[config.mk]
export PLATFORM = sky130hd
export DESIGN_NAME = trace_flush_controller
export DESIGN_NICKNAME = d
export VERILOG_FILES = /design/src/rtl/trace_pkg.sv /design/src/rtl/trace_drain_fsm.sv /design/src/rtl/trace_flush_controller.sv
export SDC_FILE = /design/constraint.sdc
export NUM_CORES = 1
export LEC_CHECK = 0
export ABC_AREA = 1
export CAP_MARGIN = 20
export CORE_MARGIN = 1
export CORE_UTILIZATION = 52
export DETAILED_ROUTE_END_ITERATION = 8
export PLACE_DENSITY = 0.86
export SLEW_MARGIN = 25
export SYNTH_ARGS = -nofsm -noshare
export SYNTH_HDL_FRONTEND = slang
export SYNTH_SLANG_ARGS = --single-unit
[constraint.sdc]
create_clock -name clk -period 6.71 [get_ports clk]
set_input_delay 0.671 -clock clk [delete_from_list [all_inputs] [get_ports clk]]
set_output_delay 0.671 -clock clk [all_outputs]
set_load 0.05 [all_outputs]
[src/rtl/trace_pkg.sv]
// trace_pkg: shared state encodings for the trace flush controller.
package trace_pkg;
    typedef enum logic [1:0] {FREE, FULL, DRAINING} bank_state_e;
    typedef enum logic [1:0] {IDLE, ISSUE, WAIT_DONE} drain_state_e;
endpackage

[src/rtl/trace_drain_fsm.sv]
// trace_drain_fsm: issues one engine command per sealed bank and waits for its completion.
module trace_drain_fsm
    import trace_pkg::*;
(
    input  logic clk,
    input  logic reset,
    input  logic bank_full,
    input  logic eng_start_ready,
    input  logic eng_done_valid,
    output logic eng_start_valid,
    output logic eng_done_ready,
    output logic launch,
    output logic done
);
    drain_state_e state_q, state_d;
    logic start_valid_q, start_valid_d, done_ready_q, done_ready_d;

    assign launch = state_q == IDLE && bank_full;
    assign done = state_q == WAIT_DONE && eng_done_valid;
    assign eng_start_valid = start_valid_q;
    assign eng_done_ready = done_ready_q;

    always_comb begin
        state_d = state_q;
        if (launch)
            state_d = ISSUE;
        else if (state_q == ISSUE && eng_start_ready)
            state_d = WAIT_DONE;
        else if (done)
            state_d = IDLE;
        start_valid_d = state_d == ISSUE;
        done_ready_d = state_d == WAIT_DONE;
    end

    always_ff @(posedge clk or posedge reset) begin
        if (reset) begin
            state_q <= IDLE;
            start_valid_q <= 1'b0;
            done_ready_q <= 1'b0;
        end else begin
            state_q <= state_d;
            start_valid_q <= start_valid_d;
            done_ready_q <= done_ready_d;
        end
    end
endmodule

[src/rtl/trace_flush_controller.sv]
// trace_flush_controller: double-buffers a trace stream into two banks and hands
// sealed banks to a burst-write engine that copies them into a circular AXI region.
module trace_flush_controller
    import trace_pkg::*;
#(
    parameter int BufferAddrWidth = 8,
    parameter int DataWidth = 32,
    parameter int AXIAddrWidth = 32,
    parameter int RegionWords = 1024
) (
    input  logic                       clk,
    input  logic                       reset,
    input  logic                       trace_valid,
    output logic                       trace_ready,
    input  logic [DataWidth-1:0]       trace_data,
    input  logic                       flush,
    input  logic [AXIAddrWidth-1:0]    axi_base,
    output logic                       buf_ce,
    output logic                       buf_we,
    output logic [BufferAddrWidth-1:0] buf_addr,
    output logic [DataWidth-1:0]       buf_wdata,
    output logic                       eng_start_valid,
    input  logic                       eng_start_ready,
    output logic [BufferAddrWidth-1:0] eng_data_ptr,
    output logic [BufferAddrWidth-1:0] eng_data_size,
    output logic [AXIAddrWidth-1:0]    eng_axi_offset,
    input  logic                       eng_done_valid,
    output logic                       eng_done_ready,
    output logic [15:0]                flush_count
);
    localparam int CntW = BufferAddrWidth - 1;
    localparam int BankWords = 2 ** CntW;
    localparam int WordW = $clog2(RegionWords) + 2;
    localparam int WordBytes = DataWidth / 8;

    bank_state_e bank_q [2], bank_d [2];
    logic [BufferAddrWidth-1:0] size_q [2], size_d [2];
    logic fill_bank_q, fill_bank_d, drain_bank_q, drain_bank_d;
    logic [CntW-1:0] fill_count_q, fill_count_d;
    logic [WordW-1:0] wr_word_q, wr_word_d, burst_word_q, burst_word_d, eff_word;
    logic buf_we_q, buf_we_d;
    logic [BufferAddrWidth-1:0] buf_addr_q, buf_addr_d, ptr_q, ptr_d, dsize_q, dsize_d;
    logic [DataWidth-1:0] buf_wdata_q, buf_wdata_d;
    logic [AXIAddrWidth-1:0] offset_q, offset_d;
    logic [15:0] flush_count_q, flush_count_d;
    logic [BufferAddrWidth-1:0] count_next;
    logic hs, seal, bank_full, launch, done;

    assign trace_ready = !reset && bank_q[fill_bank_q] == FREE;
    assign hs = trace_valid && trace_ready;
    // A word arriving alongside flush is counted before the bank is sealed.
    assign count_next = {1'b0, fill_count_q} + BufferAddrWidth'(hs);
    assign seal = (hs && fill_count_q == CntW'(BankWords - 1)) || (flush && count_next != '0);
    assign bank_full = bank_q[drain_bank_q] == FULL;
    // A burst that would run past the region end restarts at the region base.
    assign eff_word = (wr_word_q + WordW'(size_q[drain_bank_q]) > WordW'(RegionWords)) ? '0 : wr_word_q;

    assign buf_ce = buf_we_q;
    assign buf_we = buf_we_q;
    assign buf_addr = buf_addr_q;
    assign buf_wdata = buf_wdata_q;
    assign eng_data_ptr = ptr_q;
    assign eng_data_size = dsize_q;
    assign eng_axi_offset = offset_q;
    assign flush_count = flush_count_q;

    trace_drain_fsm u_drain (
        .clk             (clk),
        .reset           (reset),
        .bank_full       (bank_full),
        .eng_start_ready (eng_start_ready),
        .eng_done_valid  (eng_done_valid),
        .eng_start_valid (eng_start_valid),
        .eng_done_ready  (eng_done_ready),
        .launch          (launch),
        .done            (done)
    );

    always_comb begin
        bank_d = bank_q;
        size_d = size_q;
        fill_count_d = seal ? '0 : count_next[CntW-1:0];
        fill_bank_d = fill_bank_q ^ seal;
        buf_we_d = hs;
        buf_addr_d = hs ? {fill_bank_q, fill_count_q} : buf_addr_q;
        buf_wdata_d = hs ? trace_data : buf_wdata_q;
        drain_bank_d = drain_bank_q ^ done;
        ptr_d = launch ? {drain_bank_q, CntW'(0)} : ptr_q;
        dsize_d = launch ? size_q[drain_bank_q] : dsize_q;
        burst_word_d = launch ? eff_word : burst_word_q;
        offset_d = launch ? axi_base + AXIAddrWidth'(eff_word) * AXIAddrWidth'(WordBytes) : offset_q;
        wr_word_d = done ? burst_word_q + WordW'(dsize_q) : wr_word_q;
        flush_count_d = flush_count_q + 16'(done);
        if (seal) begin
            bank_d[fill_bank_q] = FULL;
            size_d[fill_bank_q] = count_next;
        end
        if (launch)
            bank_d[drain_bank_q] = DRAINING;
        if (done)
            bank_d[drain_bank_q] = FREE;
    end

    always_ff @(posedge clk or posedge reset) begin
        if (reset) begin
            bank_q[0] <= FREE;
            bank_q[1] <= FREE;
            size_q[0] <= '0;
            size_q[1] <= '0;
            fill_bank_q <= 1'b0;
            fill_count_q <= '0;
            drain_bank_q <= 1'b0;
            wr_word_q <= '0;
            burst_word_q <= '0;
            buf_we_q <= 1'b0;
            buf_addr_q <= '0;
            buf_wdata_q <= '0;
            ptr_q <= '0;
            dsize_q <= '0;
            offset_q <= '0;
            flush_count_q <= '0;
        end else begin
            bank_q <= bank_d;
            size_q <= size_d;
            fill_bank_q <= fill_bank_d;
            fill_count_q <= fill_count_d;
            drain_bank_q <= drain_bank_d;
            wr_word_q <= wr_word_d;
            burst_word_q <= burst_word_d;
            buf_we_q <= buf_we_d;
            buf_addr_q <= buf_addr_d;
            buf_wdata_q <= buf_wdata_d;
            ptr_q <= ptr_d;
            dsize_q <= dsize_d;
            offset_q <= offset_d;
            flush_count_q <= flush_count_d;
        end
    end
endmodule
== After elaboration in Yosys (flattened, before gate mapping) ==
Cells that the tools add are included.
Word-level totals
  bits in registers: 155
  memory bits (writable): 0
  input port bits: 70
  bits in latches: 0
  memories kept: 0
  word-level logic and storage cells: 85
  bits in read-only memories: 0
  output and inout bits: 109
Operators by class
  divide/modulo/power cells: 0
  bitwise operators: 12
  mux-type cells: 24
  equal/unequal tests: 6
  add/subtract/negate cells: 5
  $mul: 0
  reduce and logical (&&, ||, !) cells: 14
  order comparisons: 5
  shift-type cells: 0
Operators by type and width (number)
  $add 32x14->32: 1
  $mux 8: 4
  $add 12x8->12: 2
  $mux 2: 11
  $add 16x1->16: 1
  $bwmux 16: 1
  $gt 12x11->1 const B: 1
  $mux 12: 1
  $mux 4: 3
  $logic_and 1x1->1: 9
  $add 7x1->8: 1
  $demux 8 s1: 1
  $reduce_bool 8->1: 1
  $eq 7x7->1 const B: 1
  $mux 7: 1
  $eq 2x1->1 const B: 3
  $and 2x2->2: 2
  $and 4x4->4: 1
  $demux 2 s1: 2
  $eq 2x2->1 const B: 2
  $ge 2x2->1 const B: 2
  $logic_not 2->1: 2
  $lt 2x1->1 const B: 2
  $not 1->2: 2
  6 further kinds: 9

== Longest topological paths before layout ==
Gate-level depths: netlist (run 1).
  depth after elaboration: 16
  gate-level depth with buffers: 33

== Hierarchy ==
Synthesis (run 1) repeated with hierarchy kept, for this count alone.
Unflattened totals
  cell total of the unflattened synthesis: 1089
  area total of the unflattened synthesis: 8383.0 sq um
By module, submodules not included
  trace_flush_controller: times used 1, area each 8182.8 sq um, sequential area each 3778.6 sq um, cells an instance 1063
  trace_drain_fsm: times used 1, area each 200.2 sq um, sequential area each 100.1 sq um, cells an instance 26

== Worst setup path before layout (run 1) ==
No wires, ideal clock.
  kind: input -> register
  from: input reset
  to: register size_q[2] (netlist name)
  stages: 17
  path buffers: 3
  setup time: 0.135 ns
  required time: 6.575 ns
  arrival time: 6.682 ns
  path slack: -0.107 ns
  cell sequence: inv_1 nand3_2 inv_2 buf_4 buf_2 ha_1 ha_1 nand3_1 xor2_1 nor2_1 nand3_1 nand2_2 nand2_4 ha_1 inv_1 clkbuf_1 o21ai_0
On the way
  cells in the longest elaborated chain, start to end: 7
  elaborated cells between the ends (all ways): 9
  those cells by class: 1 x add/sub; 1 x mux; 7 x reduce/logical
Ends and longest elaborated chain
  start: declaration: line trace_flush_controller.sv:12  | input logic reset,
  $logic_not 1->1 (no source line) (*)
  $logic_and 1x1->1 (*): line trace_flush_controller.sv:49  | assign trace_ready = !reset && bank_q[fill_bank_q] == FREE;
  $logic_and 1x1->1 (*): line trace_flush_controller.sv:50  | assign hs = trace_valid && trace_ready;
  named net buf_we_d: line trace_flush_controller.sv:41  | logic buf_we_q, buf_we_d;
  $add 7x1->8: line trace_flush_controller.sv:52  | assign count_next = {1'b0, fill_count_q} + BufferAddrWidth'(hs);
  $reduce_bool 8->1: line trace_flush_controller.sv:53  | assign seal = (hs && fill_count_q == CntW'(BankWords - 1)) || (flush && count_next != '0);
  $logic_and 1x1->1: line trace_flush_controller.sv:53
  $logic_or 1x1->1: line trace_flush_controller.sv:53
  end signal: assignment: line trace_flush_controller.sv:124  | size_q <= size_d;
  end: declaration: line trace_flush_controller.sv:37  | logic [BufferAddrWidth-1:0] size_q [2], size_d [2];
The timed path passes the listed nets; every way through them passes the cells marked *.
A chain may end at the register's enable or synchronous reset.

== Final worst setup path (run 1) ==
  from: register drain_bank_q
  to: register offset_q[26], in the netlist eng_axi_offset[26]
On the way
  cells in the longest elaborated chain, start to end: 8
  elaborated cells between the ends (all ways): 13
  those cells by class: 2 x add/sub; 1 x order compare; 1 x eq/ne; 7 x mux; 1 x bitwise; 1 x reduce/logical
Ends and longest elaborated chain
  start: declaration: line trace_flush_controller.sv:38  | logic fill_bank_q, fill_bank_d, drain_bank_q, drain_bank_d;
  start signal: assignment: line trace_flush_controller.sv:127  | drain_bank_q <= drain_bank_d;
  $not 1->2 (not written as such): line trace_flush_controller.sv:56  | assign eff_word = (wr_word_q + WordW'(size_q[drain_bank_q]) > WordW'(RegionWords)) ? '0 : wr_word_q;
  $mux 8 (not written as such) (3 in series): line trace_flush_controller.sv:56
  $add 12x8->12: line trace_flush_controller.sv:56
  $gt 12x11->1: line trace_flush_controller.sv:56
  $mux 12: line trace_flush_controller.sv:56
  named net eff_word[0]: line trace_flush_controller.sv:40  | logic [WordW-1:0] wr_word_q, wr_word_d, burst_word_q, burst_word_d, eff_word;
  $add 32x14->32: line trace_flush_controller.sv:91  | offset_d = launch ? axi_base + AXIAddrWidth'(eff_word) * AXIAddrWidth'(WordBytes) : offset_q;
  end signal: assignment: line trace_flush_controller.sv:135  | offset_q <= offset_d;
  end: declaration: line trace_flush_controller.sv:44  | logic [AXIAddrWidth-1:0] offset_q, offset_d;
The timed path passes the listed nets, and every way through them passes these cells. The select of a mux whose other input is x is not followed.

==> results of run 1 <==
[kinds of logic (layout without fill, tap and decap cells)]
kind of cell               Yosys count  in the layout  share of synthesized area [%]
and+or+nand+nor                    566            566                           28.6
DFF                                155            155                           46.0
buffers and inverters              148            317                           7.42
xor gates and xnor gates            39             39                           4.05
AOI/OAI and AO/OA                  123            123                           8.14
adders and majority gates           37             37                           5.76
other                                1              7                         0.0445
[cell usage in the layout (no fill, tap or decap), types with 28 or more instances in the layout]
cell type	instances
xor2_1	28
clkdlybuf4s50_1	171
ha_1	34
nand4_1	28
nand2_1	372
dfrtp_1	155
inv_1	101
o21ai_0	66
nor2_1	64
a21oi_1	32
nand3_1	52
[path summary, 6_finish.rpt]
check,to,cells after the start,startpoint
worst max-delay path,eng_axi_offset[26]$_DFFE_PP0P_,23,drain_bank_q$_DFF_PP0_
worst min-delay path,eng_axi_offset[2]$_DFFE_PP0P_,2,eng_axi_offset[2]$_DFFE_PP0P_
worst max register to register,eng_axi_offset[26]$_DFFE_PP0P_,23,drain_bank_q$_DFF_PP0_
worst min register to register,eng_axi_offset[2]$_DFFE_PP0P_,2,eng_axi_offset[2]$_DFFE_PP0P_
max in group asynchronous,bank_q[0]$_DFF_PP0_,3,reset
min in group asynchronous,buf_wdata[21]$_DFFE_PP0P_,2,reset
[routing by layer]
layer	up-vias	share of wire [%]
li1	3739	-
met2	267	50
met3	51	5.4
met4	0	3.0
met5	-	0
met1	3642	41
[synth_stat cells, types with 7 or more instances]
cell type,number,share of area [%]
clkbuf_1,12,0.53
nand2_1,372,17
o21ai_0,66,3.9
buf_4,11,0.98
ha_1,34,5.0
nand3_1,52,3.1
a31oi_1,7,0.52
inv_1,102,4.5
buf_2,11,0.65
inv_2,7,0.31
nor2_2,14,1.0
xor2_1,28,2.9
nand4_1,28,2.1
a21oi_1,32,1.9
nand2_2,7,0.52
nor2_1,64,2.8
dfrtp_1,155,46
xnor2_1,11,1.1
nor3_1,9,0.53
[area by class of cell]
class	count	area share (%)
tap	216	2.49
multi-input combinational	772	36.4
clock inverter	14	1.68
timing repair buffer	174	16.0
sequential	155	35.7
clock buffer	18	3.95
inverter	111	3.87
[power groups by stage]
stage	logic, mW	registers (mW)	clock network (mW)
6_report	2.71	1.54	1.01
5_1_grt	2.92	1.58	1.06
4_1_cts	2.71	1.53	1.02
3_5_place_dp	2.69	1.54	0
3_3_place_gp	2.63	1.53	0
2_1_floorplan	1.06	2.32	0
[state kept, by name, summed over array words and instances (netlist names)]
name / flops
u_drain.eng_done_ready: 1
buf_addr: 8
drain_bank_q: 1
fill_bank_q: 1
eng_axi_offset: 32
bank_q: 4
fill_count_q: 7
u_drain.state_q: 2
buf_ce: 1
wr_word_q: 12
eng_data_ptr: 1
eng_data_size: 8
u_drain.eng_start_valid: 1
size_q: 16
flush_count: 16
burst_word_q: 12
buf_wdata: 32
[per-stage QoR]
stage / total power [mW] / hold slack (ps) / utilization [%]
2_1_floorplan: 3.38 / 448 / -
3_3_place_gp: 4.16 / 459 / 64.6
3_5_place_dp: 4.23 / 465 / 64.6
4_1_cts: 5.27 / 481 / 68.4
5_1_grt: 5.56 / 491 / 68.4
6_report: 5.25 / 475 / 68.4
[critical path, stage by stage (launching register included)]
cell     delay [ps]
dfrtp_1         570
o21ai_0         410
ha_1            320
inv_1            80
fa_1            450
o21ai_2         180
nand3_1         120
nand2_1         110
nand3_1          80
xor2_1          160
inv_1            70
nand2_2         220
nand2_2         250
nor2_1          150
ha_1            180
inv_1            60
fa_1            450
o21ai_1         330
nand3_1         110
nand3_1         240
nand4_1         140
xor2_1          170
nand2_1          60
nand2_1          50
==> results.md, run 1 <==
- Worst EP arrival: 5410 ps
- Worst reg2reg setup slack: 1630 ps
- CTS resizes: 0
- Global routing usage on met3: 5.33%
- # hold bufs at CTS: 0
- Die width: 129 um
- Critical-path maximum fanout: 19
- Clock buffer depth: 2
- Ys Warns: 0
- Maxcap violations: 0
- EDFF count, synth: 0
- Clock skew: 9.58 ps
- Tcrit/Tclk final: 75.6%
- Yosys cell types: 45
- Final setup TNS: 0 ps
- Reg clk slew, reported paths: 60 ps
- Switch share: 47.7%
- Initial antenna violation count: 0
- Finished Cell Area: 10900 sq um
- Gp weighted congestion: 0.906
- Post-DP Area: 10300 sq um
- Worst-Margin Slew: 858 ps
- Hold Vio Cnt, Final: 0
- Endpoint class of the critical path: flop
- Dpl cells: 1428
- Setup Viol. Count Final: 0
- Grt met1 use: 33.7%
- Remaining DRCs: 0
- Layout cells sized above 1: 6.59%
- Worst Path Required: 7040 ps
- Reg power frac: 29.2%
- Drt via density: 5.27
- Final slew viol count: 0
- Total track usage: 27.4%
- CTS Sinks: 155
- First-pass GRT wire length: 35400 um
- Fill count: 1244
- Slew HR: 42.7%
- Vias post-DR: 7699
- Mean Syn Cell Area: 7.89 sq um
- Pin count of the biggest net entering global routing: 70
- Outcome: finished clean
- Core area: 15900 sq um
- Min Clock Period, post-route: 5080 ps
- Prevailing post-synth register cell: dfrtp_1
- GR Overflow Total: 0
- Clk_lat worst skew: 440 ps
- Root buffer cell: clkbuf_16
- I/O Buffers: 171
- Routed WL: 22200 um
- Post-place setup slack: 1330 ps
- Post-synth design cell area: 8440 sq um
- FFs w/ async S/R, synth: 100%
- P_sw: 2.51 mW
- Cts bufs inserted: 17
- Seq cells post-synth: 155
- Critical Path Start Type: flop
- Static Leak: 5.35 nW
- Routing usage on met2: 46.9%
- CTS HTree Levels: 4
- Number of DRC markers in iteration 0: 560
- Clock share of power: 19.3%
- Clock tree from TritonCTS: yes
- Antenna cell count: 0
- Worst Hold Class: reg2reg
- Pwr per Cell Area: 483 nW/um^2
- Combinational power share: 51.5%
- Setup Fix Bufs, Post-CTS: 0
- # IOs: 179
- Post-DP HPWL: 16100 um
- DIE AREA: 16700 sq um
- Die span in y: 129 um
- Seq. cell area: 3880 sq um
- P&R area growth vs syn: 28.8%
- Vias in the first global route: 7423
- Post-route setup slack: 1630 ps
- Wirelength per Cell: 15.2 um
- Site Rows: 46
- Initial Util: 53.1%
- Synth Instances: 1069
- Max Freq: 0.197 GHz
- Pint: 2.75 mW
- Layer with the highest usage: met2
- Non-Filler Instances: 1460
- CP Class: reg2reg
- Maximum VDD drop: 0.232 mV
- Seq/Total Area, Yosys: 46.0%
- RSZ-0062 raised after global routing: no
- Multi-input gate area: 3950 sq um
- Final ANT Viol Nets: 0
- Fin nets: 1338
- Pre-antenna DRT Iters: 5
Note: power is estimated with default switching activity, not from simulation.
==> run 2: changes to the inputs <==
--- a/config.mk
+++ b/config.mk
@@ -8,9 +8,9 @@
 export ABC_AREA = 1
 export CAP_MARGIN = 20
 export CORE_MARGIN = 1
-export CORE_UTILIZATION = 52
+export CORE_UTILIZATION = 47
 export DETAILED_ROUTE_END_ITERATION = 8
-export PLACE_DENSITY = 0.86
+export PLACE_DENSITY = 0.83
 export SLEW_MARGIN = 25
 export SYNTH_ARGS = -nofsm -noshare
 export SYNTH_HDL_FRONTEND = slang
==> constraint.sdc (replaced) <==
create_clock -name clk -period 4.6 [get_ports clk]
set_input_delay 0.46 -clock clk [delete_from_list [all_inputs] [get_ports clk]]
set_output_delay 0.46 -clock clk [all_outputs]
set_load 0.05 [all_outputs]
==> results.md, run 2 (synthesized netlist as in run 1, its figures left out) <==
- Fill count: 1480 (+19%)
- Worst Path Required: 4920 ps (-2120 ps)
- Reg clk slew, reported paths: 70 ps (about the same)
- Min Clock Period, post-route: 4280 ps (-797 ps)
- Critical-path maximum fanout: 13 (-6)
- Number of DRC markers in iteration 0: 538 (-3.9%)
- Post-DP Area: 10400 sq um (+1.1%)
- Tcrit/Tclk final: 93.0% (+17 points)
- Clock skew: 9.68 ps (+0.0997 ps)
- # IOs: 179 (unchanged)
- Clock tree from TritonCTS: yes
- Clock buffer depth: 2 (unchanged)
- Setup Fix Bufs, Post-CTS: 0 (unchanged)
- Vias in the first global route: 7277 (-2.0%)
- Pwr per Cell Area: 692 nW/um^2 (+43%)
- Fin nets: 1343 (+0.37%)
- Maxcap violations: 0 (unchanged)
- Worst EP arrival: 4600 ps (-810 ps)
- Drt via density: 5.15 (-2.3%)
- Initial Util: 48.4% (-4.7 points)
- Static Leak: 5.32 nW (-0.46%)
- Pin count of the biggest net entering global routing: 91 (+30%)
- Finished Cell Area: 10900 sq um (+0.59%)
- Endpoint class of the critical path: flop
- GR Overflow Total: 0 (unchanged)
- Wirelength per Cell: 14.9 um (-2.1%)
- DIE AREA: 18500 sq um (+10%)
- Outcome: finished clean
- Pre-antenna DRT Iters: 5 (unchanged)
- Routed WL: 22000 um (-1.3%)
- Post-DP HPWL: 16300 um (+1.1%)
- Hold Path Stages: 2 (unchanged)
- CTS HTree Levels: 4 (unchanged)
- Hold Vio Cnt, Final: 0 (unchanged)
- Clk_lat worst skew: 440 ps (about the same)
- Most frequent CP cell: nand2_1
- Vias post-DR: 7584 (-1.5%)
- Total track usage: 24.8% (-2.6 points)
- CP max stage delay: 460 ps (-110 ps)
- First-pass GRT wire length: 35700 um (+0.68%)
- Dpl cells: 1442 (+0.98%)
- Gp weighted congestion: 0.929 (+2.6%)
- Antenna cell count: 0 (unchanged)
- Cts bufs inserted: 17 (unchanged)
- Most common cell after layout, fill and taps aside: nand2_1
- Remaining DRCs: 0 (unchanged)
- Worst Hold Class: reg2reg
- Most frequent cells in the layout: nand2_1, clkdlybuf4s50_1, dfrtp_1
- Slew HR: 44.7% (+2.0 points)
- P&R area growth vs syn: 29.6%
- Site Rows: 48 (+4.3%)
- Critical Path Start Type: flop
- CTS Sinks: 155 (unchanged)
- I/O Buffers: 171 (unchanged)
- Crit path max-delay family: simple AND/OR/NAND/NOR gates
- Final ANT Viol Nets: 0 (unchanged)
- Maximum VDD drop: 0.518 mV (+120%)
- Setup Viol. Count Final: 0 (unchanged)
- Max Freq: 0.234 GHz (+19%)
- Final slew viol count: 0 (unchanged)
- Worst-Margin Slew: 829 ps (-28.8 ps)
- Stages on the worst setup path: 25 (+8.7%)
- Core area: 17400 sq um (+9.6%)
- Root buffer cell: clkbuf_16
- Die span in y: 136 um (+5.1%)
- Worst r2r path cells: 25 (+8.7%)
- Worst path bufs/invs: 4 (+1)
- Die width: 136 um (+5.1%)
- Non-Filler Instances: 1472 (+0.82%)
- CP max stage cell: dfrtp_2
- Layout cells sized above 1: 7.54% (+0.95 points)
- RSZ-0062 raised after global routing: no
- Initial antenna violation count: 0 (unchanged)
- CP Class: reg2reg
==> run 2: area by class of cell <==
type	instances	area, sq um	share of cell area (%)
Tap cell	225	282	2.57
Inverter	111	423	3.87
Clock buffer	21	450	4.12
Timing Repair Buffer	179	1780	16.3
Sequential cell	155	3880	35.5
Multi-Input combinational cell	772	4030	36.8
Clock inverter	9	91.3	0.835
==> run 2: per-layer routing <==
layer  track usage (%)  wire, um
met5                 0         0
met4              9.63       474
met3              5.29      1230
met2              38.7     10400
met1              33.6      9900
==> run 2: through the flow <==
step / TNS [ps] / total power, mW / setup slack (ps) / hold slack [ps] / utilization [%]
after floorplan: -8100 / 4.97 / -470 / 442 / -
after global routing: 0 / 8.03 / 11.3 / 496 / 62.8
after detailed placement: 0 / 6.22 / 174 / 464 / 59.6
after CTS: 0 / 7.58 / 161 / 481 / 62.7
after global placement: 0 / 6.15 / 346 / 458 / 59.5
final: 0 / 7.56 / 321 / 479 / 62.8
==> run 2: worst paths after layout <==
check | from | end | slack [ps]
setup / recovery | drain_bank_q$_DFF_PP0_ | eng_axi_offset[29]$_DFFE_PP0P_ | 320
hold / removal | buf_addr[2]$_DFFE_PP0P_ | buf_addr[2]$_DFFE_PP0P_ | 480
setup reg to reg | drain_bank_q$_DFF_PP0_ | eng_axi_offset[29]$_DFFE_PP0P_ | 320
hold reg to reg | buf_addr[2]$_DFFE_PP0P_ | buf_addr[2]$_DFFE_PP0P_ | 480
max in group asynchronous | reset | drain_bank_q$_DFF_PP0_ | 2520
min in group asynchronous | reset | flush_count[7]$_DFF_PP0_ | 680
==> run 2: timing repair <==
action	CTS	global route
setup endpoints to repair	0	18
hold buffers	0	0
gates resized for setup	0	12
==> run 2: where the power goes <==
group	total [mW]	internal (mW)	switching (mW)
clock network	1.33	0.755	0.574
logic	4.00	1.31	2.69
registers	2.23	1.87	0.362
==> run 2: worst reg2reg max path, delay by kind of cell (launching register included) <==
kind / cells / cell delay [ps]
adder cells (fa/ha/maj): 3 / 1010
XOR/XNOR: 1 / 150
AND/OR/NAND/NOR: 12 / 1070
flip-flops: 1 / 460
AO/OA/AOI/OAI: 5 / 1040
buffers and inverters: 4 / 430
